### src/rtl/uart_rx.sv
// UART receive engine: 2-FF input synchronizer, oversampled majority-vote bit recovery,
// optional even/odd parity, and a single-entry valid/ready output buffer with overrun flag.
module uart_rx #(
  parameter int DATA_BITS  = 8,
  parameter int OVERSAMPLE = 16
) (
  input  logic                 clk,
  input  logic                 rst,
  input  logic                 en,
  input  logic                 sample_tick,
  input  logic                 parity_en,
  input  logic                 parity_odd,
  input  logic                 rx_in,
  output logic [DATA_BITS-1:0] rx_data,
  output logic                 rx_valid,
  input  logic                 rx_ready,
  output logic                 frame_err,
  output logic                 parity_err,
  output logic                 rx_overrun,
  output logic                 rx_busy
);

  localparam int CW = $clog2(OVERSAMPLE);
  localparam int BW = $clog2(DATA_BITS);

  localparam logic [CW-1:0] CNT_LAST = CW'(OVERSAMPLE - 1);
  localparam logic [CW-1:0] MAJ_A    = CW'(OVERSAMPLE / 2 - 1);
  localparam logic [CW-1:0] MAJ_B    = CW'(OVERSAMPLE / 2);
  localparam logic [CW-1:0] MAJ_C    = CW'(OVERSAMPLE / 2 + 1);
  localparam logic [BW-1:0] BIT_LAST = BW'(DATA_BITS - 1);

  typedef enum logic [2:0] {
    S_IDLE,
    S_START,
    S_DATA,
    S_PARITY,
    S_STOP,
    S_WAIT_HIGH
  } state_t;

  state_t                 state, state_d;
  logic [CW-1:0]          cnt, cnt_d;
  logic [BW-1:0]          bit_idx, bit_idx_d;
  logic [DATA_BITS-1:0]   shreg, shreg_d;
  logic                   perr, perr_d;
  logic [1:0]             samp, samp_d;
  logic [1:0]             sync_q;
  logic                   rxs;
  logic                   maj;
  logic                   complete;
  logic                   stop_err;

  // Synchronizer resets to the idle-high line level so reset never looks like a start bit.
  always_ff @(posedge clk or posedge rst) begin
    if (rst) sync_q <= 2'b11;
    else     sync_q <= {sync_q[0], rx_in};
  end

  assign rxs = sync_q[1];
  assign maj = (samp[0] & samp[1]) | (samp[0] & rxs) | (samp[1] & rxs);

  // NOTE: sequential state uses non-blocking (<=) so every flop samples pre-edge values.
  always_ff @(posedge clk or posedge rst) begin
    if (rst) begin
      state   <= S_IDLE;
      cnt     <= '0;
      bit_idx <= '0;
      shreg   <= '0;
      perr    <= 1'b0;
      samp    <= 2'b11;
    end else begin
      state   <= state_d;
      cnt     <= cnt_d;
      bit_idx <= bit_idx_d;
      shreg   <= shreg_d;
      perr    <= perr_d;
      samp    <= samp_d;
    end
  end

  // NOTE: every always_comb output gets a default first, so no path can infer a latch.
  always_comb begin
    state_d   = state;
    cnt_d     = cnt;
    bit_idx_d = bit_idx;
    shreg_d   = shreg;
    perr_d    = perr;
    samp_d    = samp;
    complete  = 1'b0;
    stop_err  = 1'b0;

    if (!en) begin
      state_d = S_IDLE;
      cnt_d   = '0;
    end else if (sample_tick) begin
      cnt_d = (cnt == CNT_LAST) ? '0 : cnt + 1'b1;
      if (cnt == MAJ_A) samp_d[0] = rxs;
      if (cnt == MAJ_B) samp_d[1] = rxs;

      unique case (state)
        S_IDLE: begin
          cnt_d = '0;
          if (!rxs) begin
            // The detecting tick is tick 0 of the start bit.
            state_d = S_START;
            cnt_d   = CW'(1);
            perr_d  = 1'b0;
          end
        end
        S_START: begin
          if (cnt == MAJ_C && maj) begin
            state_d = S_IDLE;
            cnt_d   = '0;
          end else if (cnt == CNT_LAST) begin
            state_d   = S_DATA;
            bit_idx_d = '0;
          end
        end
        S_DATA: begin
          if (cnt == MAJ_C) shreg_d = {maj, shreg[DATA_BITS-1:1]};
          if (cnt == CNT_LAST) begin
            if (bit_idx == BIT_LAST) state_d = parity_en ? S_PARITY : S_STOP;
            else                     bit_idx_d = bit_idx + 1'b1;
          end
        end
        S_PARITY: begin
          if (cnt == MAJ_C)    perr_d  = (maj != (^shreg ^ parity_odd));
          if (cnt == CNT_LAST) state_d = S_STOP;
        end
        S_STOP: begin
          if (cnt == MAJ_C) begin
            complete = 1'b1;
            stop_err = ~maj;
            state_d  = maj ? S_IDLE : S_WAIT_HIGH;
            cnt_d    = '0;
          end
        end
        S_WAIT_HIGH: begin
          cnt_d = '0;
          if (rxs) state_d = S_IDLE;
        end
        default: begin
          state_d = S_IDLE;
          cnt_d   = '0;
        end
      endcase
    end
  end

  // Single-entry output buffer: a completion while full is dropped and flagged.
  always_ff @(posedge clk or posedge rst) begin
    if (rst) begin
      rx_data    <= '0;
      rx_valid   <= 1'b0;
      frame_err  <= 1'b0;
      parity_err <= 1'b0;
      rx_overrun <= 1'b0;
    end else begin
      rx_overrun <= 1'b0;
      if (complete) begin
        if (!rx_valid || rx_ready) begin
          rx_data    <= shreg;
          frame_err  <= stop_err;
          parity_err <= perr;
          rx_valid   <= 1'b1;
        end else begin
          rx_overrun <= 1'b1;
        end
      end else if (rx_valid && rx_ready) begin
        rx_valid <= 1'b0;
      end
    end
  end

  assign rx_busy = (state != S_IDLE);

endmodule

### config.mk
export PLATFORM = sky130hd
export DESIGN_NAME = uart_rx
export DESIGN_NICKNAME = d
export VERILOG_FILES = /design/src/rtl/uart_rx.sv
export SDC_FILE = /design/constraint.sdc
export NUM_CORES = 1
export LEC_CHECK = 0
export ABC_CLOCK_PERIOD_IN_PS = 2300
export CAP_MARGIN = 40
export CORE_ASPECT_RATIO = 0.6
export CORE_MARGIN = 3
export CORE_UTILIZATION = 30
export CTS_BUF_LIST = sky130_fd_sc_hd__clkbuf_16
export DETAILED_ROUTE_END_ITERATION = 8
export MAX_ROUTING_LAYER = met4
export SKIP_CTS_REPAIR_TIMING = 1
export SLEW_MARGIN = 40
export SYNTH_ARGS = -nofsm -noshare
export SYNTH_HDL_FRONTEND = slang
export SYNTH_SLANG_ARGS = --single-unit
export TNS_END_PERCENT = 100
### constraint.sdc
create_clock -name clk -period 2.3 [get_ports clk]
set_clock_uncertainty 0.15 [all_clocks]
set_input_delay 0.575 -clock clk [delete_from_list [all_inputs] [get_ports clk]]
set_output_delay 0.575 -clock clk [all_outputs]
set_load 0.05 [all_outputs]
Word level (Yosys, flattened, before mapping)
Cells that the tools add are included.

Bits in registers: 35. Logic and storage cells: 108. Output and inout bits: 13.

Reductions and logical operators: 19. Equality and inequality tests: 26. Bitwise gates (word level): 7. Muxes and demuxes: 41. $add $sub $neg: 2.

Operators by type and width (number): 3-bit two-way mux (16); 4-bit two-way mux (5); 3-bit != test, second input constant (6); 3-bit one-hot mux with 6 select lines (1); 1-bit two-way mux (16); 4-bit one-hot mux with 4 select lines (1); 4-bit equality test, second input constant (3); 2-bit != test, second input constant (6); 3-bit equality test, second input constant (3); 8-bit AND reduction (1); 8-bit parity (1); 7-bit AND reduction (1); 3-bit by 2-bit equality test with 1-bit output, second input constant (2); 3-bit one-hot mux with 2 select lines (1); 3-bit AND reduction (2); 2-bit nonzero test (3); 5-bit AND reduction (1); 4-bit by 1-bit adder with 4-bit output, second input constant (1); 4-bit by 3-bit equality test with 1-bit output, second input constant (1); 2-bit by 1-bit != test with 1-bit output, second input constant (2); 4-bit != test, second input constant (1); 2-bit AND reduction (2); 4-bit AND reduction (1); 3-bit by 1-bit adder with 3-bit output, second input constant (1); other kinds (13) (17).

Logic depth before layout (Yosys ltp)
Gate-level depths: netlist of the first run.

Depth after elaboration: 8. Depth in mapped cells: 8. Depth with buffers taken out: 7.

Least setup slack after synthesis of the first run
Ideal clock, no wire load.

Path type: register to output. From: register state[0]. To: output rx_busy. Path slack: 363 ps. Arrival: 1212 ps. Required time: 1575 ps. Cell stages (with the launch flop): 3. Path buffers: 1. Cells stage by stage: dfrtp_1 clkbuf_1 or3_1.

Longest elaborated chain between the ends: 1.

RTL lines: from (decl) (RTL line 41) `state_t state, state_d;`; from (signal assigned) (RTL line 72) `state <= state_d;`; 3-bit nonzero test (RTL line 175) `assign rx_busy = (state != S_IDLE);`; to (decl) (RTL line 20) `output logic rx_busy`.

Every way passes these cells.

Final worst setup path of the first run
From: register rx_data[7]. To: output rx_data[7].

RTL lines: from (decl) (RTL line 14) `output logic [DATA_BITS-1:0] rx_data,`; from (signal assigned) (RTL line 162) `rx_data <= shreg;`.

No word-level cell between the ends.

==> summary.txt, run 1 <==
# setup viols final -> 0
Power per cell area -> 658 nW/µm²
Largest delay contributor family on the critical path -> buffers and inverters
Rel. slew slack -> 0.599
Layout area overhead -> 28.7%
I/O pin count -> 21
# diodes -> 0
GRT overflow -> 0
Period minus WS final -> 2.15 ns
H-tree depth -> 2
Initial core utilization -> 0.317
Fin crit share -> 0.937
Slowest cell on the critical path -> clkdlybuf4s50_1
Sequential-to-total area share from yosys stat -> 0.488
Synthesized area -> 1810 µm²
Worst EP required -> 1.57 ns
Register area -> 881 µm²
DRC Markers -> 0
Clock Latency Late Sink -> 0.28 ns
GP Congestion -> 0.903
Buffers on Ports -> 20
Class of the worst hold path -> register to register
Proportion of layout cells with a drive suffix above 1 -> 0.239
Initial antenna violation count -> 0
Crit Path Max Fanout -> 2
Placed cells -> 269
Vias/cell -> 4.76
Die area -> 7020 µm²
Synth Area per Inst -> 11.0 µm²
Inserted Clock Buffers -> 5
Clock Sinks -> 35
Largest net degree at the start of global routing -> 36
Clock slew at reported path FFs -> 0.05 ns
Slowest Stage Delay on Critical Path -> 0.81 ns
Iteration-0 DRC Markers -> 99
Worst endpoint data arrival time -> 1.43 ns
Crit path launch type -> register
Half-perimeter wire length after placement -> 2.70 mm
Peak supply drop -> 0.281 mV
Final hold vios -> 0
Root Driver -> clkbuf_16
Final nets -> 209
Synth cell types -> 44
Worst setup path class -> register to output pin
Net count after synthesis -> 177
Final slew viol count -> 0
Die outline width -> 106 µm
Leak -> 1.06 nW
First-pass detailed-route iteration total -> 4
Detail Route Antenna Nets -> 0
Vias -> 1318
Synthesized flop and latch total -> 35
YS warnings -> 0
Status -> completed
Crit-path cells -> clkdlybuf4s50_1
Die span in y -> 66.1 µm
Worst-Margin Slew -> 0.595 ns
Worst path bufs/invs -> 1
Maxcap violations -> 0
Final instance count without filler cells -> 277
Std cell rows -> 21
Area of the multi-input gates -> 872 µm²
Post-Synthesis Cells -> 164
Fmax -> 464 MHz
First-pass GRT wire length -> 6.14 mm
Number of global-route vias before repair -> 1197
Setup_tns -> 0 ns
Critical Path Sink Type -> output pin
Filler cell count -> 575
Clock tree buffer depth -> 2
Avg WL per Cell -> 13.1 µm
Total length of routed wires -> 3.64 mm
RSZ-0062 raised after global routing -> no
Core ar. -> 5700 µm²
CTS tree -> done
All-layer global routing usage -> 0.116
==> cell usage in the layout (no fill, tap or decap), types with 2 or more instances in the layout <==
| master | n |
|---|---|
| xor2_1 | 2 |
| or4_1 | 2 |
| a21oi_1 | 7 |
| clkdlybuf4s50_1 | 19 |
| dfstp_2 | 4 |
| a21boi_1 | 2 |
| xnor2_1 | 7 |
| dfrtp_1 | 31 |
| a21o_1 | 3 |
| o21ai_0 | 8 |
| nand4_1 | 2 |
| inv_1 | 6 |
| nor3b_1 | 2 |
| nand3_1 | 6 |
| and3_1 | 3 |
| ha_1 | 5 |
| nand2b_1 | 2 |
| mux2_2 | 19 |
| clkbuf_16 | 5 |
| buf_4 | 12 |
| nand2_1 | 10 |
| nor2_1 | 13 |
| nor3_1 | 2 |
| or3_1 | 3 |
==> final cells by class <==
class / count / area share
Clock inverter: 3 / 0.0188
Timing Repair Buffer: 31 / 0.121
Sequential cell: 35 / 0.379
Inverter: 6 / 0.00969
Clock buffer: 5 / 0.0538
Tap cell: 80 / 0.0431
Multi-Input combinational cell: 117 / 0.375
==> cell usage after synthesis <==
cell type / number / area, µm²
o31ai_1: 1 / 7.51
a22o_1: 1 / 8.76
nor2_1: 13 / 48.8
a21o_1: 3 / 22.5
o211a_1: 1 / 10.0
o31a_1: 1 / 8.76
a21oi_1: 7 / 35.0
buf_4: 1 / 7.51
o21a_1: 1 / 7.51
maj3_2: 1 / 11.3
a211o_1: 1 / 8.76
clkbuf_4: 1 / 7.51
nor4_1: 1 / 6.26
o21ai_0: 8 / 40.0
nor3b_1: 2 / 15.0
nor4_4: 1 / 21.3
clkbuf_1: 3 / 11.3
and3_1: 3 / 18.8
or3_1: 3 / 18.8
dfrtp_1: 31 / 776
nand4_1: 2 / 12.5
nor3_1: 2 / 10.0
nand2_1: 10 / 37.5
nand3_1: 6 / 30.0
a221o_1: 1 / 10.0
dfstp_2: 4 / 105
a31oi_1: 1 / 6.26
xor2_1: 2 / 17.5
xnor2_1: 7 / 61.3
a21boi_1: 2 / 15.0
mux2i_1: 1 / 10.0
inv_1: 6 / 22.5
or4_1: 2 / 15.0
buf_2: 1 / 5.00
nor2b_1: 1 / 6.26
ha_1: 5 / 62.6
a31oi_4: 1 / 21.3
o21ai_1: 1 / 5.00
nand3b_1: 1 / 7.51
mux2_2: 19 / 214
nand2b_1: 2 / 12.5
o31ai_2: 1 / 12.5
and3b_1: 1 / 8.76
a21boi_0: 1 / 7.51
==> per-stage QoR <==
stage	power [mW]	hold WS [ns]	instance area (µm²)	setup slack [ns]	utilization
after floorplan	0.727	0.195	1810	0.363	-
after global placement	0.775	0.196	2160	-0.0323	0.378
after detailed placement	0.776	0.197	2160	-0.0473	0.378
after CTS	1.55	0.205	2320	0.127	0.408
after global routing	1.59	0.213	2320	0.0564	0.408
final	1.53	0.204	2320	0.145	0.408
==> metal layers <==
metal  routed length (µm)  GRT usage
met1                 1990      0.179
met2                 1320      0.141
met3                  299     0.0351
met4                   29     0.0291
met5                    0          -
==> logic make-up (layout without fill, tap and decap cells) <==
group | after synthesis | in the layout | share of synthesized area
adder cells (fa/ha/maj) | 6 | 6 | 0.0409
flip-flops | 35 | 35 | 0.488
AND/OR/NAND/NOR | 50 | 50 | 0.149
multiplexers | 20 | 20 | 0.124
XOR/XNOR | 9 | 9 | 0.0436
buffers and inverters | 12 | 45 | 0.0298
AO/OA/AOI/OAI | 32 | 32 | 0.125
==> worst paths after layout <==
kind                       startpoint    endpoint  slack (ns)  depth (start not counted)
max                        rx_data[7]  rx_data[7]        0.15                          1
min                         sync_q[0]   sync_q[1]        0.20                          0
max reg2reg                    cnt[0]    state[0]        0.21                          6
min reg2reg                 sync_q[0]   sync_q[1]        0.20                          0
max in group asynchronous         rst   sync_q[1]        1.12                          3
min in group asynchronous         rst  rx_data[6]        0.54                          3
==> state kept, by name (all words and copies together) (netlist names) <==
signal	cells
rx_data	8
shreg	8
cnt	4
bit_idx	3
state	3
samp	2
sync_q	2
frame_err	1
parity_err	1
perr	1
rx_overrun	1
rx_valid	1
==> power breakdown <==
group	switching, mW	total [mW]	internal [mW]
clock	0.255	0.765	0.510
combinational	0.0691	0.122	0.0532
sequential	0.0168	0.643	0.626
No activity file was read; power rests on OpenSTA's default activity.
==> run 2, diff against run 1 <==
GPL_ROUTABILITY_DRIVEN = 0   (was unset)
==> results of run 2 <==
Same layout as run 1: the final DEF is identical, and so are final timing and power.
==> run 3, diff against run 2 <==
ABC_CLOCK_PERIOD_IN_PS = 2070   (was 2300)
CORE_MARGIN = 4   (was 3)
clock period = 2.07 ns   (was 2.3 ns; I/O delays follow)
==> run 3 against run 2 <==
Effect of this change: routed wire length grew 5.7%; clock power grew 27%; global-route usage grew 0.39 points; critical endpoint is now state[1]; via count grew 1.1%; count of clock-buffer cells in the layout is the same; power grew 20%; cell area grew 1.8%.
==> summary.txt, run 3 (synthesized netlist as in run 1, its figures left out) <==
Peak supply drop -> 0.267 mV (was 0.281 mV)
# setup viols final -> 0 (unchanged)
Total length of routed wires -> 3.84 mm (was 3.64 mm)
Final instance count without filler cells -> 279 (was 277)
Vias/cell -> 4.78 (was 4.76)
Die outline width -> 108 µm (was 106 µm)
Largest registers -> rx_data (8), shreg (8), cnt (4) (unchanged)
Vias -> 1333 (was 1318)
RR Endpoint -> state[1] (was state[0])
Std cell rows -> 21 (unchanged)
GRT overflow -> 0 (unchanged)
CP Capture Point -> state[1] (was rx_data[7])
Reg-to-reg critical path startpoint -> cnt[1] (was cnt[0])
Iteration-0 DRC Markers -> 98 (was 99)
Class of the worst hold path -> register to register (unchanged)
All-layer global routing usage -> 0.120 (was 0.116)
Avg WL per Cell -> 13.8 µm (was 13.1 µm)
Inserted Clock Buffers -> 5 (unchanged)
Fmax -> 499 MHz
Commonest non-fill, non-tap cells in the layout -> dfrtp_1 (31), buf_4 (25), mux2_2 (19) (was dfrtp_1 (31), mux2_2 (19), clkdlybuf4s50_1 (19))
Worst setup path class -> register to register (was register to output pin)
R2R Setup Slk -> 0.07 ns (was 0.21 ns)
DRC Markers -> 0 (unchanged)
Worst setup startpoint -> cnt[1] (was rx_data[7])
Die area -> 7370 µm² (was 7020 µm²)
Maxcap violations -> 0 (unchanged)
Initial core utilization -> 0.317 (unchanged)
Root Driver -> clkbuf_16 (unchanged)
Final hold vios -> 0 (unchanged)
First-pass GRT wire length -> 6.61 mm (was 6.14 mm)
Power per cell area -> 774 nW/µm² (was 658 nW/µm²)
Filler cell count -> 560 (was 575)
Setup_tns -> 0 ns (unchanged)
Crit Path Max Fanout -> 5 (was 2)
Final nets -> 211 (was 209)
First-pass detailed-route iteration total -> 5 (was 4)
RSZ-0062 raised after global routing -> no (unchanged)
Commonest non-fill, non-tap cell in the layout -> dfrtp_1 (unchanged)
Rel. slew slack -> 0.749 (was 0.599)
Placed Area -> 2150 µm² (was 2160 µm²)
Half-perimeter wire length after placement -> 2.80 mm (was 2.70 mm)
Leak -> 1.11 nW (was 1.06 nW)
Placed cells -> 271 (was 269)
Clock slew at reported path FFs -> 0.06 ns (was 0.05 ns)
Worst r2r path cells -> 7 (was 6)
Worst-Margin Slew -> 0.374 ns (was 0.595 ns)
Clock Latency Late Sink -> 0.28 ns (about the same)
Fin crit share -> 0.967
Detail Route Antenna Nets -> 0 (unchanged)
Status -> completed (unchanged)
Clock tree buffer depth -> 2 (unchanged)
Largest net degree at the start of global routing -> 36 (unchanged)
Period minus WS final -> 2.00 ns
Post-route design area -> 2370 µm² (was 2320 µm²)
Setup WS post-layout -> 0.0675 ns (was 0.145 ns)
H-tree depth -> 2 (unchanged)
Hold Slack -> 0.212 ns (was 0.204 ns)
Buffers on Ports -> 20 (unchanged)
Final slew viol count -> 0 (unchanged)
I/O pin count -> 21 (unchanged)
Initial antenna violation count -> 0 (unchanged)
Hold Crit Start -> sync_q[0] (unchanged)
Layout area overhead -> 31.0% (was 28.7%)
Proportion of layout cells with a drive suffix above 1 -> 0.327 (was 0.239)
Worst endpoint data arrival time -> 2.06 ns (was 1.43 ns)
Core ar. -> 5700 µm² (unchanged)
Clock Sinks -> 35 (unchanged)
CTS tree -> done (unchanged)
# diodes -> 0 (unchanged)
Critical Path Sink Type -> register (was output pin)
Worst EP required -> 2.13 ns (was 1.57 ns)
Die span in y -> 68.1 µm (was 66.1 µm)
Pre-CTS WS -> -0.280 ns (was -0.0473 ns)
Number of global-route vias before repair -> 1268 (was 1197)
Crit path launch type -> register (unchanged)
[run 3: worst min-delay path by stage]
stage                endpoint  slack [ns]  cells after the start
floorplan           sync_q[1]        0.20                      0
global placement    sync_q[1]        0.20                      0
detailed placement  sync_q[1]        0.20                      0
CTS                 sync_q[1]        0.21                      0
global route        sync_q[1]        0.22                      0
finish              sync_q[1]        0.21                      0
[run 3: metrics by stage]
stage / total power, mW / util
2_1_floorplan: 0.808 / -
3_3_place_gp: 0.867 / 0.378
3_5_place_dp: 0.869 / 0.378
4_1_cts: 1.85 / 0.411
5_1_grt: 1.90 / 0.415
6_report: 1.83 / 0.415
[run 3: per-layer routing]
metal / global-route usage / vias up / routed length, µm
li1: - / 654 / -
met1: 0.179 / 647 / 2120
met2: 0.155 / 27 / 1510
met3: 0.0320 / 5 / 192
met4: 0.0331 / 0 / 27
met5: - / - / 0
[run 3: layout make-up]
| cell class | count | area (µm²) | area share |
|---|---|---|---|
| multi-input combinational | 117 | 892 | 0.377 |
| clock buffer | 5 | 125 | 0.0529 |
| timing repair buffer | 33 | 278 | 0.117 |
| inverter | 6 | 22.5 | 0.00952 |
| sequential | 35 | 881 | 0.372 |
| clock inverter | 3 | 67.6 | 0.0286 |
| tap | 80 | 100 | 0.0423 |
[run 3: critical path: stages, from the launching register on]
cell	delay (ns)
dfrtp_1	0.37
inv_1	0.08
ha_1	0.17
and3b_2	0.24
and3_1	0.21
o31ai_4	0.10
or4_1	0.49
a21boi_1	0.13
[run 3: power by group]
part	internal (mW)	switching (mW)	total [mW]
Combinational	0.0666	0.0855	0.152
Sequential	0.696	0.0114	0.707
Clock	0.689	0.283	0.973
